[config.mk]
export PLATFORM = sky130hd
export DESIGN_NAME = fu_mem_pipe
export DESIGN_NICKNAME = d
export VERILOG_FILES = /design/src/rtl/fu_mem_pipe.sv
export SDC_FILE = /design/constraint.sdc
export NUM_CORES = 1
export LEC_CHECK = 0
export CORE_MARGIN = 2
export CORE_UTILIZATION = 40
export CTS_CLUSTER_SIZE = 24
export DETAILED_ROUTE_END_ITERATION = 6
export GPL_TIMING_DRIVEN = 0
export MAX_ROUTING_LAYER = met4
export PLACE_DENSITY = 0.65
export REMOVE_ABC_BUFFERS = 1
export SYNTH_ARGS = -nofsm -noshare
export SYNTH_HDL_FRONTEND = slang
export SYNTH_SLANG_ARGS = --single-unit
[constraint.sdc]
create_clock -name clk -period 9.2 [get_ports clk]
set_input_delay 2.76 -clock clk [delete_from_list [all_inputs] [get_ports clk]]
set_output_delay 2.76 -clock clk [all_outputs]
set_load 0.02 [all_outputs]
[src/rtl/fu_mem_pipe.sv]
// Pipelined load functional unit: in-order circular queue of outstanding loads against a
// fixed-latency data memory, LB/LH/LW/LBU/LHU formatting, and ROB-age based flush.
module fu_mem_pipe #(
   parameter int DEPTH   = 4,
   parameter int MEM_LAT = 2,
   parameter int ROB_W   = 5,
   parameter int PREG_W  = 7
) (
   input  logic              clk,
   input  logic              reset,
   input  logic              issued,
   output logic              issue_ready,
   input  logic [2:0]        func3,
   input  logic [31:0]       imm,
   input  logic [31:0]       ps1_data,
   input  logic [ROB_W-1:0]  rob_index,
   input  logic [PREG_W-1:0] pd,
   input  logic [ROB_W-1:0]  curr_rob_tag,
   input  logic              mispredict,
   input  logic [ROB_W-1:0]  mispredict_tag,
   output logic              mem_req,
   output logic [31:0]       mem_addr,
   input  logic [31:0]       mem_rdata,
   output logic              out_valid,
   input  logic              out_ready,
   output logic [31:0]       out_data,
   output logic [ROB_W-1:0]  out_rob_index,
   output logic [PREG_W-1:0] out_pd,
   output logic              busy
);

   localparam int PTR_W = (DEPTH > 1) ? $clog2(DEPTH) : 1;
   localparam int CNT_W = PTR_W + 1;

   typedef logic [PTR_W-1:0]   ptr_t;
   typedef logic [CNT_W-1:0]   cnt_t;
   typedef logic [MEM_LAT-1:0] sr_t;

   // Slot control state (reset)
   logic [DEPTH-1:0] slot_valid;
   logic [DEPTH-1:0] slot_killed;
   logic [DEPTH-1:0] slot_dv;
   ptr_t             head, tail, resp;
   cnt_t             count;
   sr_t              req_sr;

   // Slot payload (not reset)
   logic [ROB_W-1:0]  rob_q  [DEPTH];
   logic [PREG_W-1:0] pd_q   [DEPTH];
   logic [2:0]        f3_q   [DEPTH];
   logic [1:0]        ea_q   [DEPTH];
   logic [31:0]       data_q [DEPTH];

   logic [31:0]      ea;
   logic             accept;
   logic             resp_hit;
   logic             head_ready;
   logic             drop;
   logic             dequeue;
   logic [DEPTH-1:0] kill_vec;

   // Wrap-around ROB window test: tag lies strictly after the branch and before the tail.
   function automatic logic is_younger(input logic [ROB_W-1:0] tag,
                                       input logic [ROB_W-1:0] br,
                                       input logic [ROB_W-1:0] rob_tail);
      logic [ROB_W-1:0] age;
      logic [ROB_W-1:0] range;
      age   = tag - br;
      range = rob_tail - br;
      return (age != '0) && (age < range);
   endfunction

   function automatic logic [31:0] load_format(input logic [31:0] word,
                                               input logic [2:0]  f3,
                                               input logic [1:0]  ea_lo);
      logic [7:0]  byte_v;
      logic [15:0] half_v;
      byte_v = 8'(word >> {ea_lo, 3'b000});
      half_v = 16'(word >> {ea_lo[1], 4'b0000});
      case (f3)
         3'b000:  return {{24{byte_v[7]}}, byte_v};
         3'b001:  return {{16{half_v[15]}}, half_v};
         3'b010:  return word;
         3'b100:  return {24'h0, byte_v};
         3'b101:  return {16'h0, half_v};
         default: return '0;
      endcase
   endfunction

   always_comb begin
      ea          = ps1_data + imm;
      issue_ready = reset && (count < cnt_t'(DEPTH));
      accept      = issued && issue_ready &&
                    !(mispredict && is_younger(rob_index, mispredict_tag, curr_rob_tag));
      mem_req     = accept;
      mem_addr    = {ea[31:2], 2'b00};
      resp_hit    = req_sr[MEM_LAT-1];
      busy        = (count != '0);
   end

   // NOTE: every variable assigned in always_comb gets a default first, so no latch is inferred.
   always_comb begin
      kill_vec = '0;
      for (int i = 0; i < DEPTH; i++)
         kill_vec[i] = mispredict && slot_valid[i] &&
                       is_younger(rob_q[i], mispredict_tag, curr_rob_tag);
   end

   always_comb begin
      head_ready    = slot_valid[head] && slot_dv[head];
      out_valid     = head_ready && !slot_killed[head] &&
                      !(mispredict && is_younger(rob_q[head], mispredict_tag, curr_rob_tag));
      drop          = head_ready && slot_killed[head];
      dequeue       = drop || (out_valid && out_ready);
      out_data      = out_valid ? data_q[head] : '0;
      out_rob_index = out_valid ? rob_q[head]  : '0;
      out_pd        = out_valid ? pd_q[head]   : '0;
   end

   // NOTE: sequential state uses non-blocking assignments so later statements see pre-edge values.
   always_ff @(posedge clk or negedge reset) begin
      if (!reset) begin
         slot_valid  <= '0;
         slot_killed <= '0;
         slot_dv     <= '0;
         head        <= '0;
         tail        <= '0;
         resp        <= '0;
         count       <= '0;
         req_sr      <= '0;
      end else begin
         slot_killed <= slot_killed | kill_vec;
         if (accept) begin
            slot_valid[tail]  <= 1'b1;
            slot_killed[tail] <= 1'b0;
            slot_dv[tail]     <= 1'b0;
            tail              <= tail + ptr_t'(1);
         end
         if (resp_hit) begin
            slot_dv[resp] <= 1'b1;
            resp          <= resp + ptr_t'(1);
         end
         if (dequeue) begin
            slot_valid[head]  <= 1'b0;
            slot_killed[head] <= 1'b0;
            slot_dv[head]     <= 1'b0;
            head              <= head + ptr_t'(1);
         end
         count  <= count + cnt_t'(accept) - cnt_t'(dequeue);
         req_sr <= sr_t'({req_sr, accept});
      end
   end

   // NOTE: payload storage is not reset; it is only ever observed behind a reset valid bit.
   always_ff @(posedge clk) begin
      if (accept) begin
         rob_q[tail] <= rob_index;
         pd_q[tail]  <= pd;
         f3_q[tail]  <= func3;
         ea_q[tail]  <= ea[1:0];
      end
      if (resp_hit)
         data_q[resp] <= load_format(mem_rdata, f3_q[resp], ea_q[resp]);
   end

endmodule

==> results of run 1 <==
==> registers in the layout (all words and copies together), names as in the netlist <==
signal,flops
data_q,128
pd_q,28
rob_q,20
f3_q,12
ea_q,8
slot_dv,4
slot_killed,4
slot_valid,4
count,3
head,2
req_sr,2
resp,2
tail,2
==> how the worst max path moves through the flow <==
stage,cells after the start,from,endpoint
6_report,15,mispredict_tag[1],out_data[6]
5_1_grt,14,mispredict_tag[1],out_data[9]
4_1_cts,11,mispredict_tag[1],mem_req
3_5_place_dp,11,mispredict_tag[1],mem_req
3_3_place_gp,13,mispredict_tag[0],out_data[7]
2_1_floorplan,11,mispredict_tag[1],out_valid
==> synthesized netlist by cell type, types with 3 or more instances <==
master and n:
a211o_1 3, a211oi_1 9, a21bo_2 5, a21o_1 52, a21oi_1 61, a221o_1 8, a22oi_1 5, a2bb2oi_1 4
a31oi_1 5, and2_1 8, buf_1 3, buf_4 32, clkbuf_1 25, dfrtp_1 23, edfxtp_1 196, fa_1 9
ha_1 97, inv_1 50, mux2i_1 7, mux4_2 51, nand2_1 35, nand2b_1 19, nand3_1 6, nand4_1 3
nor2_1 48, nor2b_1 51, nor3_1 4, nor3b_1 3, o2111ai_1 3, o211ai_1 13, o21a_1 7, o21ai_0 32
o31ai_1 3, or3_1 4, or4_1 4, xnor2_1 36, xor2_1 19
==> cells by family (layout without fill, tap and decap cells) <==
family	count (synthesis)	in the layout	synth area share
buffers and inverters	114	303	0.0439
AO/OA/AOI/OAI	228	229	0.123
flip-flops	219	219	0.508
multiplexers	61	61	0.0984
adder cells (fa/ha/maj)	106	106	0.110
AND/OR/NAND/NOR	191	191	0.0777
other	1	3	0.000295
XOR/XNOR	56	56	0.0396
==> per-layer routing <==
metal	share of wire	vias to the layer above	global-route usage
met5	0	-	-
met4	0.017	0	0.0387
met3	0.059	36	0.0259
met2	0.49	283	0.320
met1	0.43	4025	0.238
li1	-	4022	-
==> what timing repair did <==
item / 4_1_cts / 5_1_grt
resized for setup: 41 / 9
buffers inserted: 3 / 2
pin swaps: 2 / 3
endpoints found under the hold margin: 0 / 0
setup endpoints to repair: 46 / 21
cloned: 1 / 0
==> final cells by class <==
class,instances,area share
antenna,1,0.000158
timing repair buffer,212,0.137
clock inverter,9,0.00514
inverter,51,0.0123
multi-input combinational,645,0.367
sequential,219,0.409
clock buffer,31,0.0383
tap,402,0.0318
==> through the flow <==
stage                     worst slack (ns)  power, mW  instance area, sq um   util
after floorplan                      0.496       2.57                 12400      -
after global placement               -1.66       3.17                 14900  0.473
after detailed placement            -0.875       3.22                 15000  0.477
after CTS                           0.0251       4.10                 15700  0.500
after global routing              -0.00721       4.33                 15800  0.503
final                                0.115       4.08                 15800  0.503
==> power breakdown <==
part           internal (mW)  switching (mW)
clock                  0.491           0.362
combinational          0.851           0.972
sequential              1.31           0.100
==> impl_metrics.toml, run 1 <==
[timing]
hold_viol = 0
max_slew_violation_total_from_the_final_report = 0
max_slew_headroom_at_the_worst_pin = 0.255
worstMarginPinSlew_ns = 1.12
fmax_mhz = 110
finalCritPeriodShare = 0.988
finalSetupViolations = 0
clock_skew_ns = 0.0167
finalCriticalPeriod_ns = 9.09
total_negative_slack_for_setup_checks_ns = 0
final.hold.worst_slack_ns = 0.356

[yosys]
ys_seq_area_frac = 0.508
postSynthRegisterBits = 219
synth_cells = 976
yosys.cell_types.count = 63
syn_area_per_cell_sq_um = 13.0
top_cells_by_area_in_the_synthesized_netlist = "edfxtp_1 46%, ha_1 9.5%, mux4_2 9.0%"
synth_flop_cell = "edfxtp_1"
count_of_flip_flops_with_a_built_in_enable_after_synthesis = 196
post-synth-top-area-cell = "edfxtp_1"
synth.yosys.warnings = 0
synthDominantCellAreaShare = 0.463
synth_area_sq_mm = 0.0127
synthArstFlopShare = 0.105

[floorplanning]
die_height_um = 182
fp-row-count = 65
start_util = 0.404
coreArea_sq_mm = 0.0315
die-area_sq_mm = 0.0333
ios = 206
die_width_um = 182

[finish]
flow.area_growth_from_synthesis_pct = 24.3
most-common-layout-cells = "196 x edfxtp_1, 165 x clkdlybuf4s50_1, 97 x ha_1, 60 x a21oi_1, 52 x a21o_1"
final_cells = 1570
multi_input_area_sq_mm = 0.00580
numnets_final = 1383
drive_above_1_share = 0.102
final-seq-area_sq_mm = 0.00647
layout_commonest_cell = "edfxtp_1"
fillCellCount = 2718

[outcome]
result_of_the_run = "complete, no violations"

[cts]
clkSinkCount = 219
cts_made_buffers = 22
tritoncts = "done"
cts.htree.levels = 1
cts_root_buffer = "clkbuf_16"
clk_path_buf_depth = 3
cts.clk_slew.worst_paths_ns = 0.06
post_cts_hold_buffer_count = 0
insertion_delay_ns = 0.50

[hold_path]
hold_path_class = "reg -> reg"
min_to = "req_sr[1]"
hold-path-cell-count = 0
hp-start = "req_sr[0]"

[detailed_routing]
avgViaCountPerCell = 5.33
detail-route-antenna-nets = 0
drcViolationCount = 0
avgRoutedWirePerCell_um = 19.0
vias = 8366
count_of_tritonroute_iterations_in_the_first_routing_pass = 5
wl_final_um = 29800
drt-initial-drc-count = 388

[worst_setup_path]
timing.critical_path.mode_cell = "o21ai_4"
timing.critical_path.to_type = "primary output"
path_class = "in -> out"
cpMaxStageDelayCell = "clkdlybuf4s50_1"
chain_of_cells_forming_the_critical_path = "clkdlybuf4s50_1, clkinvlp_4, fa_1, a21o_1, a21oi_1, xnor3_1, ha_1, nand2b_1, a21oi_2, o21ai_4, buf_12, o21ai_4, buf_16, nor2b_1, dlygate4sd2_1"
rrSetupSlack_ns = 4.08
startpoint_of_the_most_critical_register_to_register_path = "head[1]"
critical_path.max_stage_delay_ns = 0.50
timing.reg2reg.worst_path_depth = 21
cp-start-kind = "input pin"
critical_path_buf_inv_count = 5
timing.critical_path.required_ns = 6.44
worst_path_dominant_cell_family = "buffers and inverters"
arrival_ns = 6.33
regToRegEndpoint = "count[2]"
critical_path_peak_fanout = 19

[place]
dp.cells = 1523
gpl.final_weighted_congestion = 0.855
dp_hpwl_um = 21600
port_buffers = 203

[pwr]
static-leakage-power_nw = 6.24
vdd_drop_max_uv = 148
cellPowerDensity_mw_per_mm2 = 258

[grt]
grt_pass1_wl_um = 47100
via_count_of_the_first_global_routing_pass = 8597
largest_net_degree_at_the_start_of_global_routing = 40
number_of_antenna_violations_at_the_first_check_in_global_routing = 1
global_route.usage.total = 0.187
globalRoute.totalOverflow = 0

[run]
cap_violations = 0
Power figures use the tool's default switching activity.
==> run 2, diff against run 1 <==
PLACE_DENSITY = 0.73   (was 0.65)
RECOVER_POWER = 100   (was not set)
REMOVE_ABC_BUFFERS = not set   (was 1)
==> impl_metrics.toml, run 2 (same netlist as run 1, synthesis figures left out) <==
[outcome]
result_of_the_run = "finished, violations left"
violations = "capacitance limit, slew limit"

[worst_setup_path]
crit_path_end = "out_data[31]"
timing.reg2reg.worst_path_depth = 22
critical_path_peak_fanout = 6
arrival_ns = 6.27
path_class = "in -> out"
rrSetupSlack_ns = 3.09
launch_point_of_the_critical_path = "mispredict_tag[1]"
timing.critical_path.to_type = "primary output"
regToRegEndpoint = "count[2]"
timing.critical_path.required_ns = 6.44
startpoint_of_the_most_critical_register_to_register_path = "head[0]"
cp-start-kind = "input pin"

[timing]
hold_viol = 0
final.hold.worst_slack_ns = 0.352
clock_skew_ns = 0.00643
max_slew_violation_total_from_the_final_report = 33
finalCritPeriodShare = 0.982
finalCriticalPeriod_ns = 9.03
setup_repair_after_global_routing_missed_its_margin = "false"
worstMarginPinSlew_ns = 1.52
total_negative_slack_for_setup_checks_ns = 0
finalSetupViolations = 0
max_slew_headroom_at_the_worst_pin = -0.0122
fmax_mhz = 111

[finish]
drive_above_1_share = 0.117
reg_top3 = "data_q (128), pd_q (28), rob_q (20)"
largest_register_ff_count = 128
numnets_final = 1445
final_cells = 1629
flow.area_growth_from_synthesis_pct = 26.5
most-common-layout-cells = "196 x edfxtp_1, 134 x clkdlybuf4s50_1, 97 x ha_1, 61 x a21oi_1, 52 x a21o_1"
layout_commonest_cell = "edfxtp_1"
top_register = "data_q"
fillCellCount = 2667

[floorplanning]
die-area_sq_mm = 0.0333
die_height_um = 182
die_width_um = 182
ios = 206
fp-row-count = 65
coreArea_sq_mm = 0.0315
start_util = 0.404

[grt]
largest_net_degree_at_the_start_of_global_routing = 33
number_of_antenna_violations_at_the_first_check_in_global_routing = 3
global_route.usage.total = 0.190
globalRoute.totalOverflow = 0
grt_pass1_wl_um = 48100
via_count_of_the_first_global_routing_pass = 8984

[cts]
tritoncts = "done"
cts_made_buffers = 21
post_cts_hold_buffer_count = 0
clkSinkCount = 219
cts.clk_slew.worst_paths_ns = 0.06
clk_path_buf_depth = 3
cts.htree.levels = 1
insertion_delay_ns = 0.49
cts_root_buffer = "clkbuf_16"

[pwr]
cellPowerDensity_mw_per_mm2 = 253
static-leakage-power_nw = 6.76
vdd_drop_max_uv = 119
report.power.total_mw = 4.08

[place]
gpl.final_weighted_congestion = 0.844
dp.cells = 1583
port_buffers = 202
dp_hpwl_um = 23100

[detailed_routing]
avgViaCountPerCell = 5.33
vias = 8681
detail-route-antenna-nets = 0
drcViolationCount = 0
wl_final_um = 31100
drt-initial-drc-count = 509
count_of_tritonroute_iterations_in_the_first_routing_pass = 5
avgRoutedWirePerCell_um = 19.1

[hold_path]
hold_path_class = "reg -> reg"

[run]
cap_violations = 2
-- run 2: cell types whose count changed in the layout (fill, tap and decap cells not counted), moves of 3 or more --
cell and change:
buf_12 -3, clkbuf_4 +3, buf_4 +37, dlymetal6s2s_1 +27
buf_1 +3, clkdlybuf4s50_1 -31, dlygate4sd2_1 -22, clkbuf_1 +24
dlygate4sd3_1 +25, inv_2 -4, inv_1 +4
-- run 2: how the worst min path moves through the flow --
stage	start	end	slack, ns	cells after the start
after floorplan	req_sr[0]	req_sr[1]	0.33	0
after global placement	req_sr[0]	req_sr[1]	0.34	0
after detailed placement	req_sr[0]	req_sr[1]	0.34	0
after CTS	req_sr[0]	req_sr[1]	0.36	0
after global routing	req_sr[0]	req_sr[1]	0.37	0
final	req_sr[0]	req_sr[1]	0.35	0
-- run 2: final cells by class --
cell class	count	area, sq um	share of cell area
buffer	63	377	0.0234
sequential	219	6460	0.401
clock inverter	9	78.8	0.00490
antenna	1	2.50	0.000155
multi-input combinational	644	5750	0.357
clock buffer	27	548	0.0341
tap	402	503	0.0313
inverter	51	195	0.0121
timing repair buffer	213	2180	0.135
-- run 2: power by group --
group | leakage, nW | total, mW | switching (mW) | internal, mW
Sequential | 2.07 | 1.36 | 0.0572 | 1.31
Clock | 0.298 | 0.804 | 0.353 | 0.451
Combinational | 4.39 | 1.91 | 1.04 | 0.874
Total | 6.76 | 4.08 | 1.45 | 2.63
-- run 2: per-stage QoR --
step                      instance area [sq um]  utilization  setup slack [ns]
after floorplan                           12700            -             0.928
after global placement                    15300        0.485            -0.987
after detailed placement                  15300        0.486            -0.980
after CTS                                 16000        0.509            0.0154
after global routing                      16100        0.511            0.0145
final                                     16100        0.511             0.168
-- run 2: worst max-delay path, stage by stage --
cell	delay [ns]
clkdlybuf4s50_1	0.50
clkinvlp_4	0.17
fa_1	0.48
a21o_1	0.17
a21oi_1	0.18
xnor3_2	0.32
ha_1	0.32
nand2_1	0.07
o21ai_2	0.18
o21ai_4	0.09
buf_12	0.15
nor2b_1	0.22
clkdlybuf4s50_1	0.65
-- run 2: per-layer routing --
layer | GRT usage | vias to the layer above | wire length, um
li1 | - | 4138 | -
met5 | - | - | 0
met1 | 0.237 | 4198 | 13200
met2 | 0.322 | 288 | 15300
met3 | 0.0295 | 57 | 1700
met4 | 0.0535 | 0 | 795
-- run 2: timing repair --
action / in CTS / in global routing
gates resized for setup: 25 / 38
setup buffers: 5 / 4
pin swaps: 2 / 1
endpoints found under the setup margin: 46 / 40
